### config.mk
export PLATFORM = sky130hd
export DESIGN_NAME = lsu_mem_stage_flat
export DESIGN_NICKNAME = d
export VERILOG_FILES = /design/src/rtl/lsu_mem_stage_if.sv /design/src/rtl/lsu_mem_stage.sv /design/src/flat_wrapper.sv
export SDC_FILE = /design/constraint.sdc
export NUM_CORES = 1
export LEC_CHECK = 0
export ABC_AREA = 0
export BUFFER_PORTS_ARGS = -buffer_cell sky130_fd_sc_hd__buf_2
export CORE_AREA = 2 2 157 159
export CTS_CLUSTER_SIZE = 28
export DETAILED_ROUTE_END_ITERATION = 12
export DIE_AREA = 0 0 159 161
export GPL_TIMING_DRIVEN = 0
export PLACE_DENSITY_LB_ADDON = 0.08
export SLEW_MARGIN = 10
export SYNTH_ARGS = -nofsm -noshare
export SYNTH_HDL_FRONTEND = slang
export SYNTH_SLANG_ARGS = --single-unit
### constraint.sdc
create_clock -name clk -period 2.4 [get_ports clk]
set_input_delay 0.48 -clock clk [delete_from_list [all_inputs] [get_ports clk]]
set_output_delay 0.48 -clock clk [all_outputs]
set_load 0.01 [all_outputs]
### src/rtl/lsu_mem_stage_if.sv
// Bundle of the EX request, data-memory port and writeback response of the LSU.
// slave is the LSU view; master is the surrounding EX/memory/writeback view.
interface lsu_mem_stage_if #(
   parameter int unsigned XLEN = 64
);
   localparam int unsigned NBYTES = XLEN / 8;

   logic              req_valid;
   logic              req_ready;
   logic              req_we;
   logic [1:0]        req_size;
   logic              req_unsigned;
   logic [XLEN-1:0]   req_addr;
   logic [XLEN-1:0]   req_wdata;

   logic              mem_req;
   logic              mem_we;
   logic [XLEN-1:0]   mem_addr;
   logic [XLEN-1:0]   mem_wdata;
   logic [NBYTES-1:0] mem_wmask;
   logic              mem_gnt;
   logic              mem_rvalid;
   logic [XLEN-1:0]   mem_rdata;

   logic              resp_valid;
   logic [XLEN-1:0]   resp_rdata;
   logic              resp_err;

   modport slave (
      input  req_valid, req_we, req_size, req_unsigned, req_addr, req_wdata,
      input  mem_gnt, mem_rvalid, mem_rdata,
      output req_ready,
      output mem_req, mem_we, mem_addr, mem_wdata, mem_wmask,
      output resp_valid, resp_rdata, resp_err
   );

   modport master (
      output req_valid, req_we, req_size, req_unsigned, req_addr, req_wdata,
      output mem_gnt, mem_rvalid, mem_rdata,
      input  req_ready,
      input  mem_req, mem_we, mem_addr, mem_wdata, mem_wmask,
      input  resp_valid, resp_rdata, resp_err
   );
endinterface

### src/rtl/lsu_mem_stage.sv
// LSU memory stage: accepts one load/store from EX, runs a req/gnt/rvalid
// transaction on the 8-lane data port and returns one registered response.
module lsu_mem_stage #(
   parameter int unsigned XLEN = 64
) (
   input logic            clk,
   input logic            rst_n,
   lsu_mem_stage_if.slave bus
);
   localparam int unsigned NBYTES = XLEN / 8;
   localparam int unsigned OFF_W  = 3;

   typedef enum logic [1:0] {IDLE, ADDR, DATA, RESP} state_e;

   state_e            state_q, state_d;
   logic [OFF_W-1:0]  off_q, off_d;
   logic [1:0]        size_q, size_d;
   logic              uns_q, uns_d;
   logic              req_ready_q, req_ready_d;
   logic              mem_req_q, mem_req_d;
   logic              mem_we_q, mem_we_d;
   logic [XLEN-1:0]   mem_addr_q, mem_addr_d;
   logic [XLEN-1:0]   mem_wdata_q, mem_wdata_d;
   logic [NBYTES-1:0] mem_wmask_q, mem_wmask_d;
   logic              resp_valid_q, resp_valid_d;
   logic [XLEN-1:0]   resp_rdata_q, resp_rdata_d;
   logic              resp_err_q, resp_err_d;

   logic [OFF_W-1:0]  req_off_c;

   assign req_off_c = bus.req_addr[OFF_W-1:0];

   function automatic logic is_misaligned(input logic [1:0] size, input logic [OFF_W-1:0] off);
      case (size)
         2'd1:    is_misaligned = off[0];
         2'd2:    is_misaligned = |off[1:0];
         2'd3:    is_misaligned = |off;
         default: is_misaligned = 1'b0;
      endcase
   endfunction

   function automatic logic [NBYTES-1:0] byte_mask(input logic [1:0] size, input logic [OFF_W-1:0] off);
      logic [NBYTES-1:0] base;
      case (size)
         2'd0:    base = NBYTES'(8'h01);
         2'd1:    base = NBYTES'(8'h03);
         2'd2:    base = NBYTES'(8'h0F);
         default: base = NBYTES'(8'hFF);
      endcase
      byte_mask = base << off;
   endfunction

   // Pick the addressed lane out of the aligned word and extend to XLEN.
   function automatic logic [XLEN-1:0] extend_load(input logic [XLEN-1:0] rdata,
                                                    input logic [OFF_W-1:0] off,
                                                    input logic [1:0] size,
                                                    input logic uns);
      logic [XLEN-1:0] sh;
      sh = rdata >> {off, 3'b000};
      case (size)
         2'd0:    extend_load = {{(XLEN-8){~uns & sh[7]}}, sh[7:0]};
         2'd1:    extend_load = {{(XLEN-16){~uns & sh[15]}}, sh[15:0]};
         2'd2:    extend_load = {{(XLEN-32){~uns & sh[31]}}, sh[31:0]};
         default: extend_load = sh;
      endcase
   endfunction

   // Next-state and registered-output computation.
   always_comb begin
      state_d      = state_q;
      off_d        = off_q;
      size_d       = size_q;
      uns_d        = uns_q;
      mem_we_d     = mem_we_q;
      mem_addr_d   = mem_addr_q;
      mem_wdata_d  = mem_wdata_q;
      mem_wmask_d  = mem_wmask_q;
      resp_rdata_d = resp_rdata_q;
      resp_err_d   = resp_err_q;

      case (state_q)
         IDLE: begin
            if (bus.req_valid) begin
               off_d  = req_off_c;
               size_d = bus.req_size;
               uns_d  = bus.req_unsigned;
               if (is_misaligned(bus.req_size, req_off_c)) begin
                  // Memory is left untouched; the error goes straight to writeback.
                  state_d      = RESP;
                  resp_err_d   = 1'b1;
                  resp_rdata_d = '0;
               end else begin
                  state_d     = ADDR;
                  resp_err_d  = 1'b0;
                  mem_we_d    = bus.req_we;
                  mem_addr_d  = {bus.req_addr[XLEN-1:OFF_W], OFF_W'(0)};
                  mem_wdata_d = bus.req_we ? (bus.req_wdata << {req_off_c, 3'b000}) : '0;
                  mem_wmask_d = bus.req_we ? byte_mask(bus.req_size, req_off_c) : '0;
               end
            end
         end
         ADDR: begin
            if (bus.mem_gnt) begin
               state_d = DATA;
            end
         end
         DATA: begin
            if (bus.mem_rvalid) begin
               state_d      = RESP;
               resp_rdata_d = mem_we_q ? '0 : extend_load(bus.mem_rdata, off_q, size_q, uns_q);
            end
         end
         RESP: begin
            state_d = IDLE;
         end
         default: begin
            state_d = IDLE;
         end
      endcase

      req_ready_d  = (state_d == IDLE);
      mem_req_d    = (state_d == ADDR);
      resp_valid_d = (state_d == RESP);
   end

   always_ff @(posedge clk or negedge rst_n) begin
      if (!rst_n) begin
         state_q      <= IDLE;
         off_q        <= '0;
         size_q       <= '0;
         uns_q        <= 1'b0;
         req_ready_q  <= 1'b1;
         mem_req_q    <= 1'b0;
         mem_we_q     <= 1'b0;
         mem_addr_q   <= '0;
         mem_wdata_q  <= '0;
         mem_wmask_q  <= '0;
         resp_valid_q <= 1'b0;
         resp_rdata_q <= '0;
         resp_err_q   <= 1'b0;
      end else begin
         state_q      <= state_d;
         off_q        <= off_d;
         size_q       <= size_d;
         uns_q        <= uns_d;
         req_ready_q  <= req_ready_d;
         mem_req_q    <= mem_req_d;
         mem_we_q     <= mem_we_d;
         mem_addr_q   <= mem_addr_d;
         mem_wdata_q  <= mem_wdata_d;
         mem_wmask_q  <= mem_wmask_d;
         resp_valid_q <= resp_valid_d;
         resp_rdata_q <= resp_rdata_d;
         resp_err_q   <= resp_err_d;
      end
   end

   assign bus.req_ready  = req_ready_q;
   assign bus.mem_req    = mem_req_q;
   assign bus.mem_we     = mem_we_q;
   assign bus.mem_addr   = mem_addr_q;
   assign bus.mem_wdata  = mem_wdata_q;
   assign bus.mem_wmask  = mem_wmask_q;
   assign bus.resp_valid = resp_valid_q;
   assign bus.resp_rdata = resp_rdata_q;
   assign bus.resp_err   = resp_err_q;
endmodule
### src/flat_wrapper.sv
// flat-port wrapper written by rule: the top's interface ports become plain ports
module lsu_mem_stage_flat 
#(
   parameter int unsigned XLEN = 64
)
  (clk, rst_n, bus_req_valid, bus_req_we, bus_req_size, bus_req_unsigned, bus_req_addr, bus_req_wdata, bus_mem_gnt, bus_mem_rvalid, bus_mem_rdata, bus_req_ready, bus_mem_req, bus_mem_we, bus_mem_addr, bus_mem_wdata, bus_mem_wmask, bus_resp_valid, bus_resp_rdata, bus_resp_err);
  lsu_mem_stage_if #(.XLEN(XLEN)) bus_i ();
  input logic clk;
  input logic rst_n;
  input wire logic [$bits(bus_i.req_valid)-1:0] bus_req_valid;
  input wire logic [$bits(bus_i.req_we)-1:0] bus_req_we;
  input wire logic [$bits(bus_i.req_size)-1:0] bus_req_size;
  input wire logic [$bits(bus_i.req_unsigned)-1:0] bus_req_unsigned;
  input wire logic [$bits(bus_i.req_addr)-1:0] bus_req_addr;
  input wire logic [$bits(bus_i.req_wdata)-1:0] bus_req_wdata;
  input wire logic [$bits(bus_i.mem_gnt)-1:0] bus_mem_gnt;
  input wire logic [$bits(bus_i.mem_rvalid)-1:0] bus_mem_rvalid;
  input wire logic [$bits(bus_i.mem_rdata)-1:0] bus_mem_rdata;
  output wire logic [$bits(bus_i.req_ready)-1:0] bus_req_ready;
  output wire logic [$bits(bus_i.mem_req)-1:0] bus_mem_req;
  output wire logic [$bits(bus_i.mem_we)-1:0] bus_mem_we;
  output wire logic [$bits(bus_i.mem_addr)-1:0] bus_mem_addr;
  output wire logic [$bits(bus_i.mem_wdata)-1:0] bus_mem_wdata;
  output wire logic [$bits(bus_i.mem_wmask)-1:0] bus_mem_wmask;
  output wire logic [$bits(bus_i.resp_valid)-1:0] bus_resp_valid;
  output wire logic [$bits(bus_i.resp_rdata)-1:0] bus_resp_rdata;
  output wire logic [$bits(bus_i.resp_err)-1:0] bus_resp_err;
  assign bus_i.req_valid = bus_req_valid;
  assign bus_i.req_we = bus_req_we;
  assign bus_i.req_size = bus_req_size;
  assign bus_i.req_unsigned = bus_req_unsigned;
  assign bus_i.req_addr = bus_req_addr;
  assign bus_i.req_wdata = bus_req_wdata;
  assign bus_i.mem_gnt = bus_mem_gnt;
  assign bus_i.mem_rvalid = bus_mem_rvalid;
  assign bus_i.mem_rdata = bus_mem_rdata;
  assign bus_req_ready = bus_i.req_ready;
  assign bus_mem_req = bus_i.mem_req;
  assign bus_mem_we = bus_i.mem_we;
  assign bus_mem_addr = bus_i.mem_addr;
  assign bus_mem_wdata = bus_i.mem_wdata;
  assign bus_mem_wmask = bus_i.mem_wmask;
  assign bus_resp_valid = bus_i.resp_valid;
  assign bus_resp_rdata = bus_i.resp_rdata;
  assign bus_resp_err = bus_i.resp_err;
  lsu_mem_stage #(.XLEN(XLEN)) u_core (.clk(clk), .rst_n(rst_n), .bus(bus_i));
endmodule
==> results.md <==
* Compound-Gate Fraction of Synth Area at 0.188
* Non-filler cells in the finished layout at 1910
* Post-synth top area cell: dfrtp_1
* Post-synth top cells: 254 x nand2_1, 209 x dfrtp_1, 84 x mux2i_1, 78 x nor2_1, 64 x o21ai_0
* RSZ-0062 raised after global routing: false
* Die height at roughly 160 um
* Die X at between 150 and 200 um
* Largest net degree at the start of global routing at approximately 110
* Final period util at 0.949
* Clk sinks at 210
* Nets at approximately 1800
* DRC violations left at 0
* XOR/XNOR Fraction of Synth Area at 0
* Worst skew pair latency at 0.53 ns
* Crit. End Element: flip-flop
* Largest family of logic cells by synthesized area: compound AO/OA/AOI/OAI gates
* Total power per unit cell area at 1250 nW/um^2
* H-Tree Depth at 1
* Hold WC Path Type: primary input to asynchronous set/reset pin
* Num CTS Buffers at 25
* Setup slack after layout at between 0.1 and 0.15 ns
* CP arrival at ~2.7 ns
* Post-CTS Hold Fix Bufs at 0
* Final Skew at 0.0152 ns
* Static Leak at 7.54 nW
* Die Area at between 20000 and 30000 sq um
* Area fraction of the dominant cell type after synthesis at 0.473
* Post-route ant nets at 0
* CTS tree: yes
* Iter 0 DRT Violations at just under 1000
* Core Rows at 57
* Min Tclk post-route at ~2.3 ns
* Largest cells by area after synthesis: dfrtp_1 47%, nand2_1 8.6%, mux2i_1 7.6%
* Global Route Usage Sum at 0.330
* Pre-antenna DRT Iters at 6
* Post-synthesis simple-gate area fraction at 0.138
* GPL Wtd Cong at roughly 0.98
* WL per Instance at ~23 um
* Asr flop ratio synth at 1.00
* Slew of the pin with the lowest slew margin at 0.826 ns
* Setup Slack @ Placement at -0.615 ns
* Post-synthesis mux area share at 0.154
* Mapped Area at between 10000 and 15000 sq um
* Gr ovfl total at 0
* Slew headroom at 0.449
* I/O Pins at ~400
* Max VDD drop at ~660 uV
* Longest Clk Path Bufs at 3
* PortBufs at around 400
* Worst setup SP type: flip-flop
* Fin. Hold Viols at 0
* Core area at between 20000 and 25000 sq um
* Max_cap viols at 0
* Area added between synthesis and finish at 30.7%
* Register Area at 5260 sq um
* Area of the multi-input gates at around 5400 sq um
* Clock root cell: clkbuf_16
* EDFF count, synth at 0
* Synth Flop Type: dfrtp_1
* Final Max Tran Viols at 0
* Final core utilization at 0.603
* Post-layout power at 0.0181 W
* WL final at between 40000 and 50000 um
* Synth Register Bits at 210
* First-pass GRT wire length at 64900 um
* Via density at 5.77
* Final setup violation count at 0
* CP required at ~2.8 ns
* Vias in the first global route at between 10000 and 15000
* Synth Area in Adders at 0
* Mapped Avg Cell Area at 9.78 sq um
* Clock transition at path regs at 0.06 ns
* Initial antenna violation count at 3
* CP max FO at 10
* Status: finished, final reports clean
* Filler cells at 2185
* Post-Route Setup TNS at 0 ns
* Yosys warnings at 0
* Layout cell share with drive strength beyond 1 at 0.355
* Cells after Synth at 1132
* Placed cell count at ~1900
* Post-DP HPWL at between 30000 and 40000 um
* Distinct cells, synth at between 40 and 50
* Via count at around 11000
* WS Path Type: flip-flop to flip-flop
* Fmax at between 400 and 500 MHz
* Register area share after synthesis at 0.475
* Initial core utilization at 0.462
* Most frequent cell after synthesis: nand2_1
[state kept, by name, indices dropped and copies added (netlist names)]
register	flops
u_core.bus.mem_wdata	64
u_core.bus.resp_rdata	64
u_core.bus.mem_addr	61
u_core.bus.mem_wmask	8
u_core.off_q	3
u_core.size_q	2
u_core.state_q	2
u_core.bus.mem_req	1
u_core.bus.mem_we	1
u_core.bus.req_ready	1
u_core.bus.resp_err	1
u_core.bus.resp_valid	1
u_core.uns_q	1
[routing by layer]
layer	wire (um)	track usage
met4	1820	0.122
met1	16500	0.424
met3	3980	0.0596
met5	27	0
met2	21000	0.562
[cells in the final DEF (no fill, tap or decap), types with 2 or more instances in the layout]
master     Yosys  layout
clkbuf_4       0       3
nor2_1        78      77
a211oi_1      31      31
a22o_1        34      34
clkbuf_8       0       4
nand2_1      254     254
nor4_4         1       2
buf_4          7      12
a221o_1       24      24
inv_6          0       2
buf_6          2       2
clkbuf_1      51      41
o2bb2ai_1     40      40
clkbuf_2       0      15
a22oi_1        2       2
mux2_2        31      31
mux2i_2        0       2
clkinv_2       0       5
clkbuf_16      0      25
a31oi_1        8       8
o22ai_1       24      24
a21oi_1       62      62
o22a_1         2       2
bufinv_16      0       2
buf_2         23     417
diode_2        0       3
clkinv_4       0       2
mux4_2        23      23
and2_1         2       2
inv_1         16      16
nand2b_1       8       8
conb_1         1       3
nor2b_1       12      12
dfrtp_1      209     209
o21ai_0       64      64
buf_1         15      14
mux2i_1       84      82
[area by class of cell]
cell class / count / area share
buffer: 97 / 0.0318
antenna: 3 / 0.000519
timing repair buffer: 404 / 0.143
clock inverter: 12 / 0.00969
inverter: 16 / 0.00415
sequential: 210 / 0.364
multi-input combinational: 810 / 0.371
clock buffer: 34 / 0.0484
tap: 324 / 0.0280
[power breakdown]
group,internal (W),total (W),switching (W)
combinational,0.00338,0.00831,0.00493
sequential,0.00502,0.00593,0.000912
clock,0.00229,0.00387,0.00158
[path summary, 6_finish.rpt]
check	end	slack, ns	cells after the start	from
setup / recovery	u_core.bus.resp_rdata[55]	0.12	8	u_core.off_q[0]
hold / removal	u_core.bus.resp_rdata[24]	0.006	1	rst_n
setup reg to reg	u_core.bus.resp_rdata[55]	0.12	8	u_core.off_q[0]
max in group asynchronous	u_core.bus.mem_addr[12]	1.34	2	rst_n
min in group clk	u_core.bus.mem_addr[14]	0.14	3	bus_req_addr[14]
hold reg to reg	u_core.bus.mem_addr[46]	0.47	2	u_core.bus.mem_addr[46]
[metrics by stage]
| stage | hold slack [ns] | cell area (sq um) |
|---|---|---|
| after floorplan | 0.184 | 11100 |
| after global placement | 0.454 | 13500 |
| after detailed placement | 0.457 | 13500 |
| after CTS | 0.0341 | 14400 |
| after global routing | 0.0603 | 14500 |
| final | 0.00624 | 14500 |
[worst max-delay path, cell delays in order, from the launching register on]
cell and delay (ns):
dfrtp_1 0.34, buf_6 0.15, mux2i_2 0.44, mux4_2 0.41, nor4_4 0.06, o41ai_4 0.20
buf_4 0.20, buf_2 0.24, o2bb2ai_1 0.11
[what timing repair did]
action	4_1_cts	5_1_grt
pin swaps	1	1
gates resized for setup	11	26
buffers inserted	4	1
setup endpoints to repair	103	113
[kinds of logic (layout without fill, tap and decap cells)]
family / after synthesis / in the layout
AO/OA/AOI/OAI: 300 / 300
buffers and inverters: 114 / 563
flip-flops: 210 / 210
multiplexers: 138 / 138
other: 1 / 6
AND/OR/NAND/NOR: 369 / 369
(Power assumes the default switching activity.)
